**config.mk**
```make
export PLATFORM = sky130hd
export DESIGN_NAME = instr_fetch_flat
export DESIGN_NICKNAME = d
export VERILOG_FILES = /design/src/rtl/instr_fetch_if.sv /design/src/rtl/instr_fetch.sv /design/src/flat_wrapper.sv
export SDC_FILE = /design/constraint.sdc
export NUM_CORES = 1
export LEC_CHECK = 0
export ABC_AREA = 1
export BUFFER_PORTS_ARGS = -buffer_cell sky130_fd_sc_hd__buf_2
export CAP_MARGIN = 40
export CORE_AREA = 5 5 66 68
export CTS_CLUSTER_DIAMETER = 40
export CTS_CLUSTER_SIZE = 20
export DETAILED_ROUTE_END_ITERATION = 6
export DIE_AREA = 0 0 71 73
export HOLD_SLACK_MARGIN = 0.03
export PLACE_DENSITY = 0.86
export SLEW_MARGIN = 5
export SYNTH_ARGS = -nofsm -noshare
export SYNTH_HDL_FRONTEND = slang
export SYNTH_SLANG_ARGS = --single-unit
```
**constraint.sdc**
```tcl
create_clock -name clk -period 4.35 [get_ports clk]
set_input_delay 0.87 -clock clk [delete_from_list [all_inputs] [get_ports clk]]
set_output_delay 0.87 -clock clk [all_outputs]
set_load 0.02 [all_outputs]
```
**src/rtl/instr_fetch_if.sv**
```systemverilog
// Memory read bus between the fetch unit and instruction memory.
// master: fetch unit (drives mem_rd/mem_addr), slave: memory (drives mem_ack/mem_rdata).
interface instr_fetch_if;
    logic       mem_rd;
    logic [7:0] mem_addr;
    logic       mem_ack;
    logic [7:0] mem_rdata;

    modport master (
        output mem_rd,
        output mem_addr,
        input  mem_ack,
        input  mem_rdata
    );

    modport slave (
        input  mem_rd,
        input  mem_addr,
        output mem_ack,
        output mem_rdata
    );
endinterface

```
**src/rtl/instr_fetch.sv**
```systemverilog
// Instruction fetch unit: 8-bit PC, single outstanding memory read, STOP halt,
// jump handling, read timeout. Ports: clk, rst (async active-low),
// controller side (fetch_req, jump_en/jump_addr, instr/instr_valid/instr_ready,
// pc, pc_wrap, halted, mem_err) and memory bus via instr_fetch_if.master.
module instr_fetch #(
    parameter logic [7:0]  RESET_PC = 8'h00,
    parameter int unsigned TIMEOUT  = 15
) (
    input  logic                 clk,
    input  logic                 rst,
    input  logic                 fetch_req,
    input  logic                 jump_en,
    input  logic [7:0]           jump_addr,
    instr_fetch_if.master        mem,
    output logic [7:0]           instr,
    output logic                 instr_valid,
    input  logic                 instr_ready,
    output logic [7:0]           pc,
    output logic                 pc_wrap,
    output logic                 halted,
    output logic                 mem_err
);

    localparam logic [2:0] S_IDLE  = 3'd0;
    localparam logic [2:0] S_READ  = 3'd1;
    localparam logic [2:0] S_VALID = 3'd2;
    localparam logic [2:0] S_HALT  = 3'd3;
    localparam logic [2:0] S_ERR   = 3'd4;

    localparam logic [7:0] TIMEOUT_CNT = 8'(TIMEOUT);

    logic [2:0] state_q, state_d;
    logic [7:0] pc_q, pc_d;
    logic [7:0] instr_q, instr_d;
    logic [7:0] cnt_q, cnt_d;
    logic       pend_vld_q, pend_vld_d;
    logic [7:0] pend_addr_q, pend_addr_d;
    logic       pc_wrap_q, pc_wrap_d;

    logic [7:0] cnt_inc;
    logic       is_stop;

    assign cnt_inc = cnt_q + 8'd1;
    assign is_stop = (instr_q[7:5] == 3'b100);

    always_comb begin
        state_d     = state_q;
        pc_d        = pc_q;
        instr_d     = instr_q;
        cnt_d       = cnt_q;
        pend_vld_d  = pend_vld_q;
        pend_addr_d = pend_addr_q;
        pc_wrap_d   = 1'b0;

        unique case (state_q)
            S_IDLE: begin
                cnt_d      = 8'd0;
                pend_vld_d = 1'b0;
                if (jump_en) begin
                    pc_d = jump_addr;
                end else if (fetch_req) begin
                    state_d = S_READ;
                end
            end

            S_READ: begin
                if (mem.mem_ack) begin
                    cnt_d      = 8'd0;
                    pend_vld_d = 1'b0;
                    // A jump seen during the read redirects the PC and
                    // drops the returned data; a same-cycle jump wins
                    // over an older pending one.
                    if (jump_en) begin
                        pc_d    = jump_addr;
                        state_d = S_IDLE;
                    end else if (pend_vld_q) begin
                        pc_d    = pend_addr_q;
                        state_d = S_IDLE;
                    end else begin
                        instr_d   = mem.mem_rdata;
                        pc_d      = pc_q + 8'd1;
                        pc_wrap_d = (pc_q == 8'hFF);
                        state_d   = S_VALID;
                    end
                end else begin
                    cnt_d = cnt_inc;
                    if (jump_en) begin
                        pend_vld_d  = 1'b1;
                        pend_addr_d = jump_addr;
                    end
                    if (cnt_inc == TIMEOUT_CNT) begin
                        state_d = S_ERR;
                    end
                end
            end

            S_VALID: begin
                // The delivered instruction stays valid across a jump.
                if (jump_en) begin
                    pc_d = jump_addr;
                end
                if (instr_ready) begin
                    state_d = is_stop ? S_HALT : S_IDLE;
                end
            end

            S_HALT: begin
                if (jump_en) begin
                    pc_d    = jump_addr;
                    state_d = S_IDLE;
                end
            end

            S_ERR: begin
                state_d = S_ERR;
            end

            default: begin
                state_d = S_IDLE;
            end
        endcase
    end

    always_ff @(posedge clk or negedge rst) begin
        if (!rst) begin
            state_q     <= S_IDLE;
            pc_q        <= RESET_PC;
            instr_q     <= 8'h00;
            cnt_q       <= 8'd0;
            pend_vld_q  <= 1'b0;
            pend_addr_q <= 8'h00;
            pc_wrap_q   <= 1'b0;
        end else begin
            state_q     <= state_d;
            pc_q        <= pc_d;
            instr_q     <= instr_d;
            cnt_q       <= cnt_d;
            pend_vld_q  <= pend_vld_d;
            pend_addr_q <= pend_addr_d;
            pc_wrap_q   <= pc_wrap_d;
        end
    end

    // Status outputs decode straight from state so reset clears them
    // without waiting for a clock.
    assign mem.mem_rd   = (state_q == S_READ);
    assign mem.mem_addr = pc_q;
    assign instr        = instr_q;
    assign instr_valid  = (state_q == S_VALID);
    assign pc           = pc_q;
    assign pc_wrap      = pc_wrap_q;
    assign halted       = (state_q == S_HALT);
    assign mem_err      = (state_q == S_ERR);

endmodule
```
**src/flat_wrapper.sv**
```systemverilog
// flat-port wrapper written by rule: the top's interface ports become plain ports
module instr_fetch_flat 
#(
    parameter logic [7:0]  RESET_PC = 8'h00,
    parameter int unsigned TIMEOUT  = 15
)
  (clk, rst, fetch_req, jump_en, jump_addr, instr, instr_valid, instr_ready, pc, pc_wrap, halted, mem_err, mem_mem_rd, mem_mem_addr, mem_mem_ack, mem_mem_rdata);
  instr_fetch_if mem_i ();
  input  logic clk;
  input  logic rst;
  input  logic fetch_req;
  input  logic jump_en;
  input  logic [7:0] jump_addr;
  output logic [7:0] instr;
  output logic instr_valid;
  input  logic instr_ready;
  output logic [7:0] pc;
  output logic pc_wrap;
  output logic halted;
  output logic mem_err;
  output wire logic [$bits(mem_i.mem_rd)-1:0] mem_mem_rd;
  output wire logic [$bits(mem_i.mem_addr)-1:0] mem_mem_addr;
  input wire logic [$bits(mem_i.mem_ack)-1:0] mem_mem_ack;
  input wire logic [$bits(mem_i.mem_rdata)-1:0] mem_mem_rdata;
  assign mem_mem_rd = mem_i.mem_rd;
  assign mem_mem_addr = mem_i.mem_addr;
  assign mem_i.mem_ack = mem_mem_ack;
  assign mem_i.mem_rdata = mem_mem_rdata;
  instr_fetch #(.RESET_PC(RESET_PC), .TIMEOUT(TIMEOUT)) u_core (.clk(clk), .rst(rst), .fetch_req(fetch_req), .jump_en(jump_en), .jump_addr(jump_addr), .mem(mem_i), .instr(instr), .instr_valid(instr_valid), .instr_ready(instr_ready), .pc(pc), .pc_wrap(pc_wrap), .halted(halted), .mem_err(mem_err));
endmodule
```
==> results of run 1 <==
cells in the final DEF, fill, tap and decap left out, drive strengths merged:
cell type,Yosys,layout
nand2,51,51
buf,9,50
dfrtp,37,37
nor2,28,28
inv,23,23
o21ai,23,23
nand3,19,19
mux2,13,13
a21oi,12,12
clkbuf,1,6
nand4,4,4
ha,3,3
nor3,2,2
o22ai,2,2
o211ai,2,2
xnor2,2,2
clkinv,0,2
o21bai,1,1
xor2,1,1
a22o,1,1
a31oi,1,1
or2,1,1
a211oi,1,1
state kept, by name, indices dropped and copies added, names as in the netlist:
signal / count
u_core.cnt_q: 8
u_core.pc_wrap: 1
u_core.pend_addr_q: 8
u_core.mem.mem_addr: 8
u_core.pend_vld_q: 1
u_core.state_q: 3
u_core.instr: 8
how the worst max path moves through the flow:
stage                 startpoint                end  slack, ns  cells past startpoint
5_1_grt        u_core.state_q[1]         mem_mem_rd       2.02                      4
3_3_place_gp   u_core.state_q[1]         mem_mem_rd       2.42                      4
3_5_place_dp             jump_en  u_core.state_q[0]       2.37                     11
4_1_cts        u_core.state_q[1]         mem_mem_rd       2.08                      4
2_1_floorplan  u_core.state_q[2]        instr_valid       2.49                      3
6_report       u_core.state_q[2]        instr_valid       2.10                      4
critical path: stages (launching register included):
cell and delay (ns):
dfrtp_1 0.43, inv_1 0.20, nand2_1 0.14, nor2_1 0.13, buf_2 0.19
metrics by stage:
stage / instances / power [mW] / util / setup slack [ns] / area (um2)
after floorplan: 237 / 1.26 / - / 2.49 / 2040
after global placement: 327 / 1.44 / 0.599 / 2.42 / 2280
after detailed placement: 327 / 1.46 / 0.599 / 2.37 / 2280
after CTS: 335 / 1.70 / 0.621 / 2.08 / 2360
after global routing: 335 / 1.82 / 0.621 / 2.02 / 2360
final: 335 / 1.69 / 0.621 / 2.10 / 2360
kinds of logic after synthesis:
family / share of synthesized area
muxes: 0.0791
xor gates and xnor gates: 0.0129
adders and majority gates: 0.0184
buffers and inverters: 0.0791
AOI/OAI and AO/OA: 0.114
and+or+nand+nor: 0.242
DFF: 0.454
where the power goes:
part | leakage (nW) | internal (mW) | switching [mW]
Clock | 0.0450 | 0.111 | 0.123
Combinational | 0.690 | 0.314 | 0.527
Sequential | 0.462 | 0.479 | 0.137
layout make-up:
| cell class | instances | area share |
|---|---|---|
| Timing Repair Buffer | 50 | 0.106 |
| Clock inverter | 2 | 0.00424 |
| Multi-Input combinational cell | 167 | 0.403 |
| Sequential cell | 37 | 0.392 |
| Inverter | 23 | 0.0366 |
| Tap cell | 50 | 0.0265 |
| Clock buffer | 6 | 0.0308 |
routing by layer:
| metal | wire length (um) | GRT usage | part of all wire |
|---|---|---|---|
| met4 | 65 | 0.0710 | 0.014 |
| met1 | 1980 | 0.234 | 0.44 |
| met2 | 2160 | 0.301 | 0.48 |
| met5 | 0 | 0 | 0 |
| met3 | 315 | 0.0537 | 0.070 |
==> summary.txt, run 1 <==
Post-Syn Area: 2040 um2
Hold WS: 0.494 ns
Fill cell count: 356
Detailed Place HPWL: 3340 um
Synth cell types: 31
Hold Startpoint: u_core.pend_addr_q[6]
Count of buffers from port buffering: 50
Most frequent cell after synthesis: nand2_1
DR vias: 1795
Arrival @ worst endpoint: 1.38 ns
FF/Latch Area: 926 um2
Unrepaired setup endpoints after global routing: no
Ys async rst share: 1.00
Site row count: 23
Clock Latency Late Sink: 0.29 ns
Layout Nets: 309
Fin Clk Skew: 0.00701 ns
Vias per cell: 5.36
Cts repair resizes: 0
Worst R2R Path Depth: 11
Area Growth Syn to Fin: 15.7%
Fin crit share: 0.518
Measured slew at the worst slew-check pin: 0.816 ns
Iter 0 DRT Violations: 142
Max Clk Rate: 444 MHz
Data required, critical path: 3.48 ns
Core ar.: 3800 um2
Die footprint: 5180 um2
Clk slew on worst S/H paths: 0.08 ns
Max Cap Violations: 0
HP Class: flop to flop
Post-synth EDFFs: 0
Top-area cell type share of the netlist area: 0.454
Critical path class: flop to primary output
Starting Density: 0.537
Pre-antenna DRT Iters: 4
I/O Pins: 51
Clock Path Buffers: 2
Max rail drop VDD: 0.000385 V
Leak: 1.20 nW
WL final: 4520 um
Synth Warn #: 0
Crit end category: primary output
Min Tclk post-route: 2.25 ns
Top post-synthesis cells by count: nand2_1, dfrtp_1, nor2_1
Synthesized instance count: 237
Vias in the first global route: 1677
CTS Hold Bufs: 0
Syn Area/Cell: 8.61 um2
Seq/Total Area, Yosys: 0.454
Die width: 71 um
Yosys reg bits: 37
Reg2reg setup slack: 2.67 ns
Clock sinks: 37
Slew Limit Fails: 0
Final setup TNS: 0 ns
Reg2reg start: u_core.cnt_q[1]
Hold path depth: 2
Cts bufs inserted: 5
H-tree depth: 2
CTS root buf: clkbuf_8
CP max FO: 6
Post-CTS setup buffers: 0
Layout cells sized above 1: 0.284
Result of the run: complete, no violations
Final Hold Viols: 0
Reg-to-reg endpoint: u_core.state_q[0]
Area taken by multi-input logic gates: 952 um2
Global-route wire length before repair: 7490 um
CTS tree: yes
# DRC: 0
Synth area leader: dfrtp_1
WL/cell: 13.5 um
GRT Util Overall: 0.185
Setup-failing EPs final: 0
Initial antenna violation count: 0
Gpl congestion: 0.880
Pwr Density: 716 nW/um2
Leading register cell type out of synthesis: dfrtp_1
Largest net degree at the start of global routing: 38
Antenna Nets Post-Route: 0
Worst setup SP type: flop
Hold path endpoint: u_core.pend_addr_q[6]
Post-Syn Nets: 262
Synth top area cells: dfrtp_1, nand2_1, mux2_2
Die height: 73 um
Slew margin rel.: 0.456
Global route overflow: 0
N_diodes: 0
Note: power is estimated with default switching activity, not from simulation.
==> run 2: changes to the inputs <==
- ABC_AREA: 1 -> 0
- CORE_AREA: 5 5 66 68 -> 5 5 68 70
- DIE_AREA: 0 0 71 73 -> 0 0 73 75
- PLACE_DENSITY: 0.86 -> 0.81
- clock period: 4.35 -> 2.3 ns (I/O delays scaled with it)
==> run 2 against run 1 <==
  * Flip-flop and latch count is the same
  * Global-route usage shrank 1.8 points
  * Non-clock buffer count grew 4
  * Clock-buffer cell count decreased by 1
  * Total power rose by 97%
  * Largest power group unchanged
  * Worst setup slack worse by 1.8 ns
  * Die area increased by 5.6%
  * Synthesized cell count is 13% lower
  * Sequential share of layout area rose by 0.27 points
==> summary.txt, run 2 <==
Synth top area cells: dfrtp_1, mux2_2, o21ai_0
Top post-synthesis cells by count: dfrtp_1, o21ai_0, nand2_1
Count of buffers from port buffering: 50 (unchanged)
HP Class: input pin to asynchronous set/reset pin
Synth Area in XOR/XNOR: 0.0260 (+0.0131)
Fin crit share: 0.876
WL final: 4330 um (-4.1%)
Post-synth EDFFs: 0 (unchanged)
Commonest non-fill, non-tap cell in the layout: buf_2
Arrival @ worst endpoint: 2.19 ns (+0.81 ns)
I/O Pins: 51 (unchanged)
H-tree depth: 2 (unchanged)
Most frequent cell after synthesis: dfrtp_1
Die width: 73 um (+2.8%)
Measured slew at the worst slew-check pin: 0.860 ns (+0.0442 ns)
Core ar.: 3910 um2 (+3.0%)
CP max FO: 9 (+3)
Placed Area: 2260 um2 (-0.88%)
Detailed Place HPWL: 3160 um (-5.2%)
GRT Util Overall: 0.167 (-0.0177)
Cts bufs inserted: 5 (unchanged)
N_diodes: 0 (unchanged)
Top-area cell type share of the netlist area: 0.458 (+0.00450)
Global route overflow: 0 (unchanged)
Post-Syn Area: 2020 um2 (-0.98%)
Setup-failing EPs final: 0 (unchanged)
Max Cap Violations: 0 (unchanged)
Result of the run: complete, no violations
Synth cell types: 48 (+55%)
Slew Limit Fails: 0 (unchanged)
Unrepaired setup endpoints after global routing: no
Design Area, Final: 2340 um2 (-0.69%)
Top Family by Delay on Critical Path: simple AND/OR/NAND/NOR gates
Starting Density: 0.516 (-0.0209)
Syn Area/Cell: 9.80 um2 (+14%)
Yosys reg bits: 37 (unchanged)
Final Power: 3.33 mW (+97%)
Crit end category: flop
Post-Synth Adder-Cell Area: 0.0186 (+0.000182)
Layout Nets: 275 (-11%)
Clock power frac: 0.133 (-0.005)
Final Hold Viols: 0 (unchanged)
CTS root buf: clkbuf_8
Die height: 75 um (+2.7%)
Fin Clk Skew: 0.00912 ns (+0.00211 ns)
Mux cell area share after synthesis: 0.110 (+0.0311)
Crit path buf inv count: 0 (-2)
Area Growth Syn to Fin: 16.0%
Clock sinks: 37 (unchanged)
Critical path class: flop to flop
Largest family of logic cells by synthesized area: simple AND/OR/NAND/NOR gates
Global routing usage on met2: 0.273 (-0.0276)
GR peak layer: met2
Pwr Density: 1420 nW/um2 (+98%)
# DRC: 0 (unchanged)
Combinational power share: 0.511 (+0.014)
Compound-cell area share of the yosys netlist: 0.146 (+0.0321)
Layout cells sized above 1: 0.327 (+0.0425)
Sw Share: 0.445 (-0.0202)
Leading register cell type out of synthesis: dfrtp_1
Initial antenna violation count: 0 (unchanged)
Seq/Total Area, Yosys: 0.458 (+0.00450)
Slowest cell on crit path: or4b_1
Slew margin rel.: 0.423 (-0.0333)
Min Tclk post-route: 2.01 ns
Synthesized instance count: 206 (-13%)
Antenna Nets Post-Route: 0 (unchanged)
Die footprint: 5480 um2 (+5.6%)
Critical Path, Cell by Cell: or4b_1 > or3_4 > nand4_2 > mux2_1
Synth area leader: dfrtp_1
DR vias: 1651 (-8.0%)
WL/cell: 14.4 um (+6.7%)
Most frequent cells in the layout: buf_2, dfrtp_1, o21ai_0
Leak: 1.09 nW (-8.8%)
Global-route wire length before repair: 7070 um (-5.7%)
Max rail drop VDD: 0.000700 V (+82%)
Synth Warn #: 0 (unchanged)
Iter 0 DRT Violations: 106 (-25%)
Ys async rst share: 1.00 (unchanged)
Final setup TNS: 0 ns (unchanged)
Site row count: 23 (unchanged)
Grt met3 use: 0.0481 (-0.00565)
Largest net degree at the start of global routing: 38 (unchanged)
Vias per cell: 5.49 (+2.4%)
Post-Synth Simple-Gate Area: 0.175 (-0.0670)
Pre-antenna DRT Iters: 4 (unchanged)
Cts repair resizes: 0 (unchanged)
Post-Syn Nets: 231 (-12%)
Vias in the first global route: 1543 (-8.0%)
Data required, critical path: 2.47 ns (-1.01 ns)
Psw: 1.48 mW (+89%)
Clk slew on worst S/H paths: 0.08 ns (about the same)
CTS tree: yes
Met1 Track Usage GR: 0.222 (-0.0121)
Sequential power share: 0.355 (-0.009)
Clock Path Buffers: 2 (unchanged)
Pint: 1.85 mW (+100%)
Post-CTS setup buffers: 0 (unchanged)
Clock Latency Late Sink: 0.29 ns (about the same)
Max Clk Rate: 497 MHz
CP max stage delay: 0.64 ns (+0.21 ns)
Gpl congestion: 0.885 (+0.52%)
Worst setup SP type: flop
CTS Hold Bufs: 0 (unchanged)
-- run 2: changes by cell type after synthesis, sizes merged, moves of 3 or more --
cell,before,now
nand2b,0,3
mux2,13,18
nor2,28,11
nand3,19,6
clkbuf,1,5
xnor2,2,5
buf,9,12
nor3b,0,3
nand2,51,20
and2,0,4
o21ai,23,26
inv,23,6
-- run 2: cells by family (layout without fill, tap and decap cells) --
logic type / count (synthesis) / in the layout
xor+xnor: 6 / 6
flops: 37 / 37
compound gates: 51 / 51
mux: 20 / 20
simple gates: 65 / 65
buf+inv: 24 / 69
fa+ha+maj: 3 / 3
-- run 2: worst register-to-register path: cells and delay by family (launching register included) --
kind,cells,cell delay [ns]
simple gates,3,1.11
mux,1,0.32
flops,1,0.47
-- run 2: power by group through the flow --
stage | combinational, mW | sequential, mW | clock [mW]
floorplan | 1.20 | 1.29 | 0
global placement | 1.68 | 1.17 | 0
detailed placement | 1.71 | 1.19 | 0
CTS | 1.72 | 1.18 | 0.462
global route | 1.88 | 1.23 | 0.491
finish | 1.70 | 1.18 | 0.445
-- run 2: stage by stage --
step | hold WS (ns) | cells | utilization | worst slack, ns
finish | 0.259 | 301 | 0.599 | 0.286
CTS | 0.292 | 301 | 0.599 | 0.285
global placement | 0.479 | 293 | 0.577 | 0.266
global route | 0.331 | 301 | 0.599 | 0.179
floorplan | 0.164 | 206 | - | 0.314
detailed placement | 0.487 | 293 | 0.577 | 0.233
-- run 2: path summary, 6_finish.rpt --
path | endpoint | slack, ns | cells after the start | startpoint
setup / recovery | u_core.state_q[1] | 0.29 | 4 | u_core.state_q[1]
hold / removal | u_core.mem.mem_addr[4] | 0.26 | 1 | rst
setup reg to reg | u_core.state_q[1] | 0.29 | 4 | u_core.state_q[1]
hold reg to reg | u_core.pend_addr_q[3] | 0.50 | 1 | u_core.pend_addr_q[3]
max in group asynchronous | u_core.mem.mem_addr[0] | 1.52 | 1 | rst
min in group clk | u_core.instr[1] | 0.39 | 2 | mem_mem_rdata[1]
-- run 2: final cells by class --
type / count / area (um2)
Timing Repair Buffer: 54 / 280
Tap cell: 50 / 62.6
Clock inverter: 3 / 17.5
Fill cell: 339 / 1570
Clock buffer: 5 / 68.8
Sequential cell: 37 / 926
Multi-Input combinational cell: 145 / 962
Inverter: 7 / 26.3
-- run 2: per-layer routing --
metal  up-vias  wire, um
met5         -         0
met4         0        36
met3         5       330
met2        55      2010
met1       772      1960
li1        819         -
